[config.mk]
export PLATFORM = sky130hd
export DESIGN_NAME = capture_ram_arbiter
export DESIGN_NICKNAME = d
export VERILOG_FILES = /design/src/rtl/capture_pkg.sv /design/src/rtl/capture_wr_latch.sv /design/src/rtl/capture_ram_arbiter.sv
export SDC_FILE = /design/constraint.sdc
export NUM_CORES = 1
export LEC_CHECK = 0
export BUFFER_PORTS_ARGS = -buffer_cell sky130_fd_sc_hd__clkbuf_2
export CORE_AREA = 2 2 389 391
export CTS_BUF_LIST = sky130_fd_sc_hd__clkbuf_8
export DETAILED_ROUTE_END_ITERATION = 7
export DIE_AREA = 0 0 391 393
export PLACE_DENSITY_LB_ADDON = 0.05
export SETUP_SLACK_MARGIN = 0.2
export SYNTH_ARGS = -nofsm -noshare
export SYNTH_HDL_FRONTEND = slang
export SYNTH_SLANG_ARGS = --single-unit
[constraint.sdc]
create_clock -name i_clk -period 43.3 [get_ports i_clk]
set_input_delay 2.165 -clock i_clk [delete_from_list [all_inputs] [get_ports i_clk]]
set_output_delay 2.165 -clock i_clk [all_outputs]
set_load 0.02 [all_outputs]
[src/rtl/capture_pkg.sv]
// Shared constants and encodings for the capture row RAM arbiter.
//   ROW_WIDTH : bits per captured row (even)
//   IDX_W     : row index width
//   WORD_W    : RAM word width, half a row
//   ADDR_W    : RAM word address width, one bit wider than the row index
package capture_pkg;

  localparam int unsigned ROW_WIDTH = 320;
  localparam int unsigned IDX_W     = 8;
  localparam int unsigned WORD_W    = ROW_WIDTH / 2;
  localparam int unsigned ADDR_W    = IDX_W + 1;

  typedef enum logic [2:0] {
    StIdle = 3'd0,
    StWHi  = 3'd1,
    StWLo  = 3'd2,
    StRHi  = 3'd3,
    StRLo  = 3'd4,
    StRCap = 3'd5
  } state_e;

  typedef enum logic {
    GrantRead  = 1'b0,
    GrantWrite = 1'b1
  } grant_e;

  // High half of a row lives at the even word, low half at the odd word.
  function automatic logic [ADDR_W-1:0] word_addr(input logic [IDX_W-1:0] idx, input logic lo);
    return {idx, lo};
  endfunction

endpackage

[src/rtl/capture_wr_latch.sv]
// Write-side row buffer for the capture RAM arbiter.
// Detects rising edges of i_wr_ready, latches one row while none is pending and flags
// rows that arrive while the buffer is still occupied.
//   i_clk, i_rst       : clock, asynchronous active-high reset
//   i_wr_ready         : level, rising edge offers a new row
//   i_wr_index/data    : row index and payload, valid with i_wr_ready
//   i_clr_pending      : arbiter finished writing the buffered row
//   o_pending          : buffer holds a row not yet written
//   o_buf_index/data   : buffered row
//   o_overrun          : 1-cycle pulse, a row was dropped
module capture_wr_latch
  import capture_pkg::*;
(
  input  logic                 i_clk,
  input  logic                 i_rst,
  input  logic                 i_wr_ready,
  input  logic [IDX_W-1:0]     i_wr_index,
  input  logic [ROW_WIDTH-1:0] i_wr_data,
  input  logic                 i_clr_pending,
  output logic                 o_pending,
  output logic [IDX_W-1:0]     o_buf_index,
  output logic [ROW_WIDTH-1:0] o_buf_data,
  output logic                 o_overrun
);

  logic                 r_wr_ready_q;
  logic                 r_pending;
  logic                 r_overrun;
  logic [IDX_W-1:0]     r_buf_index;
  logic [ROW_WIDTH-1:0] r_buf_data;
  logic                 w_edge;
  logic                 w_accept;

  assign w_edge   = i_wr_ready & ~r_wr_ready_q;
  // An edge in the cycle the buffer drains still sees it occupied and is dropped.
  assign w_accept = w_edge & ~r_pending;

  always_ff @(posedge i_clk or posedge i_rst) begin
    if (i_rst) begin
      // Starting at 1 discards a row that was already offered across reset.
      r_wr_ready_q <= 1'b1;
      r_pending    <= 1'b0;
      r_overrun    <= 1'b0;
      r_buf_index  <= '0;
      r_buf_data   <= '0;
    end else begin
      r_wr_ready_q <= i_wr_ready;
      r_overrun    <= w_edge & r_pending;
      r_pending    <= (r_pending & ~i_clr_pending) | w_accept;
      if (w_accept) begin
        r_buf_index <= i_wr_index;
        r_buf_data  <= i_wr_data;
      end
    end
  end

  assign o_pending   = r_pending;
  assign o_buf_index = r_buf_index;
  assign o_buf_data  = r_buf_data;
  assign o_overrun   = r_overrun;

endmodule

[src/rtl/capture_ram_arbiter.sv]
// Sequences all accesses to the single-port capture row RAM between the row writer and
// a readout requester. Each row occupies two RAM words: high half at {idx,0}, low half
// at {idx,1}. RAM read latency is one cycle.
//   i_clk, i_rst          : clock, asynchronous active-high reset
//   i_wr_index/data/ready : row offer from the assembler (rising edge of ready)
//   o_wr_done             : 1-cycle pulse, both halves written
//   o_wr_overrun          : 1-cycle pulse, row dropped
//   i_rd_req/i_rd_index   : read request, held until o_rd_ack
//   o_rd_ack/o_rd_data    : read completion, data held until next ack
//   o_busy                : arbiter not idle
//   o_ram_*/i_ram_rdata   : RAM primitive interface
module capture_ram_arbiter
  import capture_pkg::*;
(
  input  logic                 i_clk,
  input  logic                 i_rst,
  input  logic [IDX_W-1:0]     i_wr_index,
  input  logic [ROW_WIDTH-1:0] i_wr_data,
  input  logic                 i_wr_ready,
  output logic                 o_wr_done,
  output logic                 o_wr_overrun,
  input  logic                 i_rd_req,
  input  logic [IDX_W-1:0]     i_rd_index,
  output logic                 o_rd_ack,
  output logic [ROW_WIDTH-1:0] o_rd_data,
  output logic                 o_busy,
  output logic [ADDR_W-1:0]    o_ram_address,
  output logic [WORD_W-1:0]    o_ram_wdata,
  output logic                 o_ram_we,
  input  logic [WORD_W-1:0]    i_ram_rdata
);

  state_e               r_state;
  state_e               w_state_next;
  grant_e               r_last_grant;
  logic [IDX_W-1:0]     r_rd_index;
  logic [WORD_W-1:0]    r_rd_hi;
  logic [ROW_WIDTH-1:0] r_rd_data;
  logic                 r_rd_ack;
  logic                 r_wr_done;

  logic                 w_pending;
  logic [IDX_W-1:0]     w_buf_index;
  logic [ROW_WIDTH-1:0] w_buf_data;
  logic                 w_clr_pending;
  logic                 w_rd_cand;
  logic                 w_tie;

  assign w_clr_pending = (r_state == StWLo);

  capture_wr_latch u_wr_latch (
    .i_clk         (i_clk),
    .i_rst         (i_rst),
    .i_wr_ready    (i_wr_ready),
    .i_wr_index    (i_wr_index),
    .i_wr_data     (i_wr_data),
    .i_clr_pending (w_clr_pending),
    .o_pending     (w_pending),
    .o_buf_index   (w_buf_index),
    .o_buf_data    (w_buf_data),
    .o_overrun     (o_wr_overrun)
  );

  // The still-high request in the ack cycle belongs to the read just completed.
  assign w_rd_cand = i_rd_req & ~r_rd_ack;
  assign w_tie     = (r_state == StIdle) & w_pending & w_rd_cand;

  always_ff @(posedge i_clk or posedge i_rst) begin
    if (i_rst) begin
      r_state <= StIdle;
    end else begin
      r_state <= w_state_next;
    end
  end

  always_comb begin
    w_state_next = r_state;
    unique case (r_state)
      StIdle: begin
        if (w_tie) begin
          w_state_next = (r_last_grant == GrantRead) ? StWHi : StRHi;
        end else if (w_pending) begin
          w_state_next = StWHi;
        end else if (w_rd_cand) begin
          w_state_next = StRHi;
        end
      end
      StWHi:   w_state_next = StWLo;
      StWLo:   w_state_next = StIdle;
      StRHi:   w_state_next = StRLo;
      StRLo:   w_state_next = StRCap;
      StRCap:  w_state_next = StIdle;
      default: w_state_next = StIdle;
    endcase
  end

  always_comb begin
    o_ram_we      = 1'b0;
    o_ram_address = '0;
    o_ram_wdata   = '0;
    o_busy        = (r_state != StIdle);
    unique case (r_state)
      StIdle: begin
      end
      StWHi: begin
        o_ram_we      = 1'b1;
        o_ram_address = word_addr(w_buf_index, 1'b0);
        o_ram_wdata   = w_buf_data[ROW_WIDTH-1:WORD_W];
      end
      StWLo: begin
        o_ram_we      = 1'b1;
        o_ram_address = word_addr(w_buf_index, 1'b1);
        o_ram_wdata   = w_buf_data[WORD_W-1:0];
      end
      StRHi: begin
        o_ram_address = word_addr(r_rd_index, 1'b0);
      end
      StRLo, StRCap: begin
        o_ram_address = word_addr(r_rd_index, 1'b1);
      end
      default: begin
      end
    endcase
  end

  always_ff @(posedge i_clk or posedge i_rst) begin
    if (i_rst) begin
      r_last_grant <= GrantRead;
      r_rd_index   <= '0;
      r_rd_hi      <= '0;
      r_rd_data    <= '0;
      r_rd_ack     <= 1'b0;
      r_wr_done    <= 1'b0;
    end else begin
      r_rd_ack  <= (r_state == StRCap);
      r_wr_done <= (r_state == StWLo);
      if ((r_state == StIdle) && (w_state_next == StRHi)) begin
        r_rd_index <= i_rd_index;
      end
      // Fairness only matters when both sides compete.
      if (w_tie) begin
        r_last_grant <= (w_state_next == StWHi) ? GrantWrite : GrantRead;
      end
      if (r_state == StRLo) begin
        r_rd_hi <= i_ram_rdata;
      end
      if (r_state == StRCap) begin
        r_rd_data <= {r_rd_hi, i_ram_rdata};
      end
    end
  end

  assign o_rd_ack  = r_rd_ack;
  assign o_rd_data = r_rd_data;
  assign o_wr_done = r_wr_done;

endmodule

==> impl_table.tex <==
\begin{tabular}{lr}
\hline
Metric & Value \\
\hline
\multicolumn{2}{l}{\textbf{Routing}} \\
\quad Vias per cell & around 4.1 \\
\quad First-pass iteration count of the detailed router & 4 \\
\quad Vias & about 21,000 \\
\quad Number of remaining DRC errors & 0 \\
\quad Routed wire length per instance & around 23 um \\
\quad Number of antenna-violating nets in the routed design & 0 \\
\quad Number of design-rule violations left by the first detailed-router iteration & 567 \\
\quad Final WL & 117,500 um \\
\multicolumn{2}{l}{\textbf{Die}} \\
\quad Chip Width & about 390 um \\
\quad Initial standard-cell utilization of the core & between 20\% and 30\% \\
\quad Row count & approximately 140 \\
\quad Core region area & $\sim$150,000 um2 \\
\quad Chip Height & roughly 390 um \\
\quad Number of I/O pins & about 990 \\
\quad Die Outline Area & approximately 150,000 um2 \\
\multicolumn{2}{l}{\textbf{STA}} \\
\quad Post-route clock period utilization & 16.36\% \\
\quad Final worst path period need & 7.085 ns \\
\quad Worst setup skew after layout & between 0.04 and 0.05 ns \\
\quad Setup repair after global routing missed its margin & false \\
\quad Final count of hold timing violations & 0 \\
\quad Max Transition Viols Final & 0 \\
\quad Final setup violation count & 0 \\
\quad Highest Clock Rate & between 0.1 and 0.15 GHz \\
\quad Slew at the pin closest to its max-slew limit & between 1 and 1.5 ns \\
\quad Remaining max-slew budget at the tightest pin & 19.40\% \\
\quad Final setup TNS & 0 ns \\
\quad Worst path setup slack after routing & 36.21 ns \\
\multicolumn{2}{l}{\textbf{Power and ir drop}} \\
\quad Total leakage power & just over 20 nW \\
\quad Clock network fraction of design power & 21.5\% \\
\quad Post-layout power & around 3.5 mW \\
\quad Int Power & between 2 and 2.5 mW \\
\quad Sequential cell fraction of total power & 38.9\% \\
\quad Proportion of power drawn by combinational gates & between 30\% and 40\% \\
\quad Power per Cell Area & between 80 and 90 nW/um2 \\
\quad Switching fraction of total power & between 30\% and 40\% \\
\quad Power spent charging and discharging nets & 1.368 mW \\
\quad Worst vdd rail ir drop & between 0.04 and 0.05 mV \\
\multicolumn{2}{l}{\textbf{Worst setup path}} \\
\quad Worst setup EP type & async pin \\
\quad Data required time at the worst endpoint & around 44 ns \\
\quad CP Data Arrival Time & around 8.0 ns \\
\quad Maximum fanout count along the critical path & 126 \\
\quad Startpoint type of the worst setup path & input pin \\
\quad Category of the critical setup timing path & input pin to async pin \\
\multicolumn{2}{l}{\textbf{Layout}} \\
\quad Cell area after layout & between 40,000 and 50,000 um2 \\
\quad Final core utilization & 28.37\% \\
\quad Number of fill cells in the layout & roughly 15,000 \\
\quad Fraction of layout cells with a size suffix above 1 & about 56\% \\
\quad Storage element area & slightly above 20,000 um2 \\
\quad Commonest non-fill, non-tap cells in the layout & sky130\_fd\_sc\_hd\_\_clkbuf\_2 (993), sky130\_fd\_sc\_hd\_\_dfrtp\_1 (824), sky130\_fd\_sc\_hd\_\_mux2\_2 (515), sky130\_fd\_sc\_hd\_\_mux2\_1 (301), sky130\_fd\_sc\_hd\_\_clkbuf\_8 (198) \\
\quad Multi-input logic area & approximately 11,000 um2 \\
\quad Net count reported at finish & around 3,500 \\
\quad Commonest non-fill, non-tap cell in the layout & sky130\_fd\_sc\_hd\_\_clkbuf\_2 \\
\quad Area overhead of the layout relative to synthesis & 30.27\% \\
\multicolumn{2}{l}{\textbf{Clock network}} \\
\quad CTS tree & yes \\
\quad Number of H-tree levels & 4 \\
\quad Setup Fix Bufs, Post-CTS & 0 \\
\quad Maximum buffer depth of the clock tree & 3 \\
\quad Clock-pin transition on the worst setup and hold timing paths & $\sim$0.050 ns \\
\quad \# resized after CTS & 0 \\
\quad Count of hold-fix buffers inserted at cts & 0 \\
\quad CTS sink count & approximately 830 \\
\quad Insertion delay of the later-clocked pin in the worst-skew pair & approximately 0.84 ns \\
\quad TritonCTS buffer count & between 150 and 200 \\
\quad Cell at the root of the clock tree & sky130\_fd\_sc\_hd\_\_clkbuf\_8 \\
\multicolumn{2}{l}{\textbf{Logic synthesis}} \\
\quad Portion of the post-synthesis area used by sequential elements & a little under two thirds \\
\quad Nets in the synthesized netlist & between 2,000 and 2,500 \\
\quad Combined area of all synthesized cells & around 33,000 um2 \\
\quad Syn\_area\_per\_cell & 16.51 um2 \\
\quad Total number of yosys warnings & 0 \\
\quad Gate Count Post-Synth & approximately 2,000 \\
\quad Register bit total from synthesis & 825 \\
\quad Unique masters post-synth & 35 \\
\multicolumn{2}{l}{\textbf{Placement}} \\
\quad Pre-CTS WS & around 35 ns \\
\quad Placed Instance Area & about 39,000 um2 \\
\quad I/O Buffers & 993 \\
\quad Final estimated routing congestion in global placement & roughly 0.81 \\
\quad Post-DP HPWL & roughly 87,000 um \\
\multicolumn{2}{l}{\textbf{Global routing}} \\
\quad Number of global-route vias before repair & 23,400 \\
\quad Global-route wire length before repair & around 170,000 um \\
\quad Total gr overflow & 0 \\
\quad Number of antenna violations at the first check in global routing & 38 \\
\quad Pin count of the biggest net entering global routing & between 150 and 200 \\
\quad Overall track demand over capacity in global routing & approximately 15\% \\
\multicolumn{2}{l}{\textbf{Hold path}} \\
\quad Worst hold-check path type & flop to flop \\
\multicolumn{2}{l}{\textbf{Flow run}} \\
\quad Total of max-cap violations & 0 \\
\multicolumn{2}{l}{\textbf{Run status}} \\
\quad Run status & finished, final reports clean \\
\hline
\end{tabular}
[power groups by stage]
| stage | combinational, mW | clock, mW | sequential [mW] |
|---|---|---|---|
| after floorplan | 0.737 | 0 | 1.51 |
| after detailed placement | 1.43 | 0 | 1.38 |
| after global routing | 1.49 | 0.834 | 1.41 |
| final | 1.39 | 0.755 | 1.36 |
| after CTS | 1.43 | 0.798 | 1.37 |
| after global placement | 1.41 | 0 | 1.36 |
[cell families (layout without fill, tap and decap cells)]
group,after synthesis,in the layout,share of synthesized area [%]
AOI/OAI and AO/OA,172,172,4.597
xor gates and xnor gates,2,2,0.05391
muxes,817,817,28.30
other,0,21,0
buffers and inverters,130,1306,3.037
DFF,825,825,63.52
and+or+nand+nor,22,22,0.4851
[critical path, stage by stage]
cell and delay [ns]:
sky130_fd_sc_hd__clkbuf_2 0.12, sky130_fd_sc_hd__inv_8 0.56, sky130_fd_sc_hd__buf_4 0.73, sky130_fd_sc_hd__buf_4 0.83, sky130_fd_sc_hd__buf_4 0.87, sky130_fd_sc_hd__buf_4 0.86
sky130_fd_sc_hd__buf_4 0.67, sky130_fd_sc_hd__buf_4 0.72
[registers in the layout, indices dropped and copies added, names as in the netlist]
| register | cells |
|---|---|
| u_wr_latch.o_buf_data | 320 |
| u_wr_latch.r_wr_ready_q | 1 |
| u_wr_latch.o_overrun | 1 |
| u_wr_latch.o_pending | 1 |
| o_rd_ack | 1 |
| r_state | 3 |
| u_wr_latch.o_buf_index | 8 |
| r_rd_index | 8 |
| r_last_grant | 1 |
| o_rd_data | 320 |
| r_rd_hi | 160 |
| o_wr_done | 1 |
[per-stage QoR]
| stage | std cells | hold slack, ns |
|---|---|---|
| 2_1_floorplan | 1968 | 0.4372 |
| 3_3_place_gp | 4805 | 0.4581 |
| 3_5_place_dp | 4805 | 0.4629 |
| 4_1_cts | 5088 | 0.4558 |
| 5_1_grt | 5102 | 0.4759 |
| 6_report | 5109 | 0.4614 |
[worst paths after layout]
kind	startpoint	slack (ns)	cells after the start	endpoint
max	i_rst	36.21	8	o_rd_data[137]
min	r_rd_hi[72]	0.46	1	o_rd_data[232]
max reg2reg	r_state[2]	39.61	5	o_rd_data[241]
min reg2reg	r_rd_hi[72]	0.46	1	o_rd_data[232]
max in group i_clk	r_state[0]	37.26	4	o_ram_wdata[99]
min in group asynchronous	i_rst	1.49	2	u_wr_latch.o_buf_data[221]
[synthesized netlist by cell type (all sizes together)]
master / instances / area, um2
a21oi: 1 / 5.000
nor3b: 1 / 12.51
and2: 1 / 6.260
nand2: 3 / 13.77
or2: 1 / 6.260
dfrtp: 824 / 20620
a32oi: 1 / 8.760
o21ai: 2 / 10.01
clkbuf: 5 / 18.77
nor2b: 2 / 15.02
nand3b: 1 / 7.510
inv: 4 / 15.01
mux2: 816 / 9189
buf: 121 / 953.4
nor3: 4 / 25.02
a22o: 167 / 1463
a21o: 1 / 7.510
xnor2: 2 / 17.52
nor2: 3 / 21.27
nand3: 2 / 15.01
nand2b: 3 / 26.27
and3b: 1 / 8.760
dfstp: 1 / 26.28
mux2i: 1 / 10.01
[routing by layer]
metal / share of wire, % / track usage (%)
met1: 36 / 15.40
met2: 51 / 26.36
met3: 9.2 / 6.269
met4: 3.9 / 6.283
met5: 0.16 / 0
[layout make-up]
cell class / instances / share of cell area, %
clock buffer: 198 / 6.436
clock inverter: 85 / 0.9161
sequential: 825 / 48.76
tap: 1944 / 5.745
inverter: 4 / 0.06501
antenna: 21 / 0.1241
multi-input combinational: 1013 / 25.72
timing repair buffer: 1019 / 12.23
Note: power is estimated with default switching activity, not from simulation.
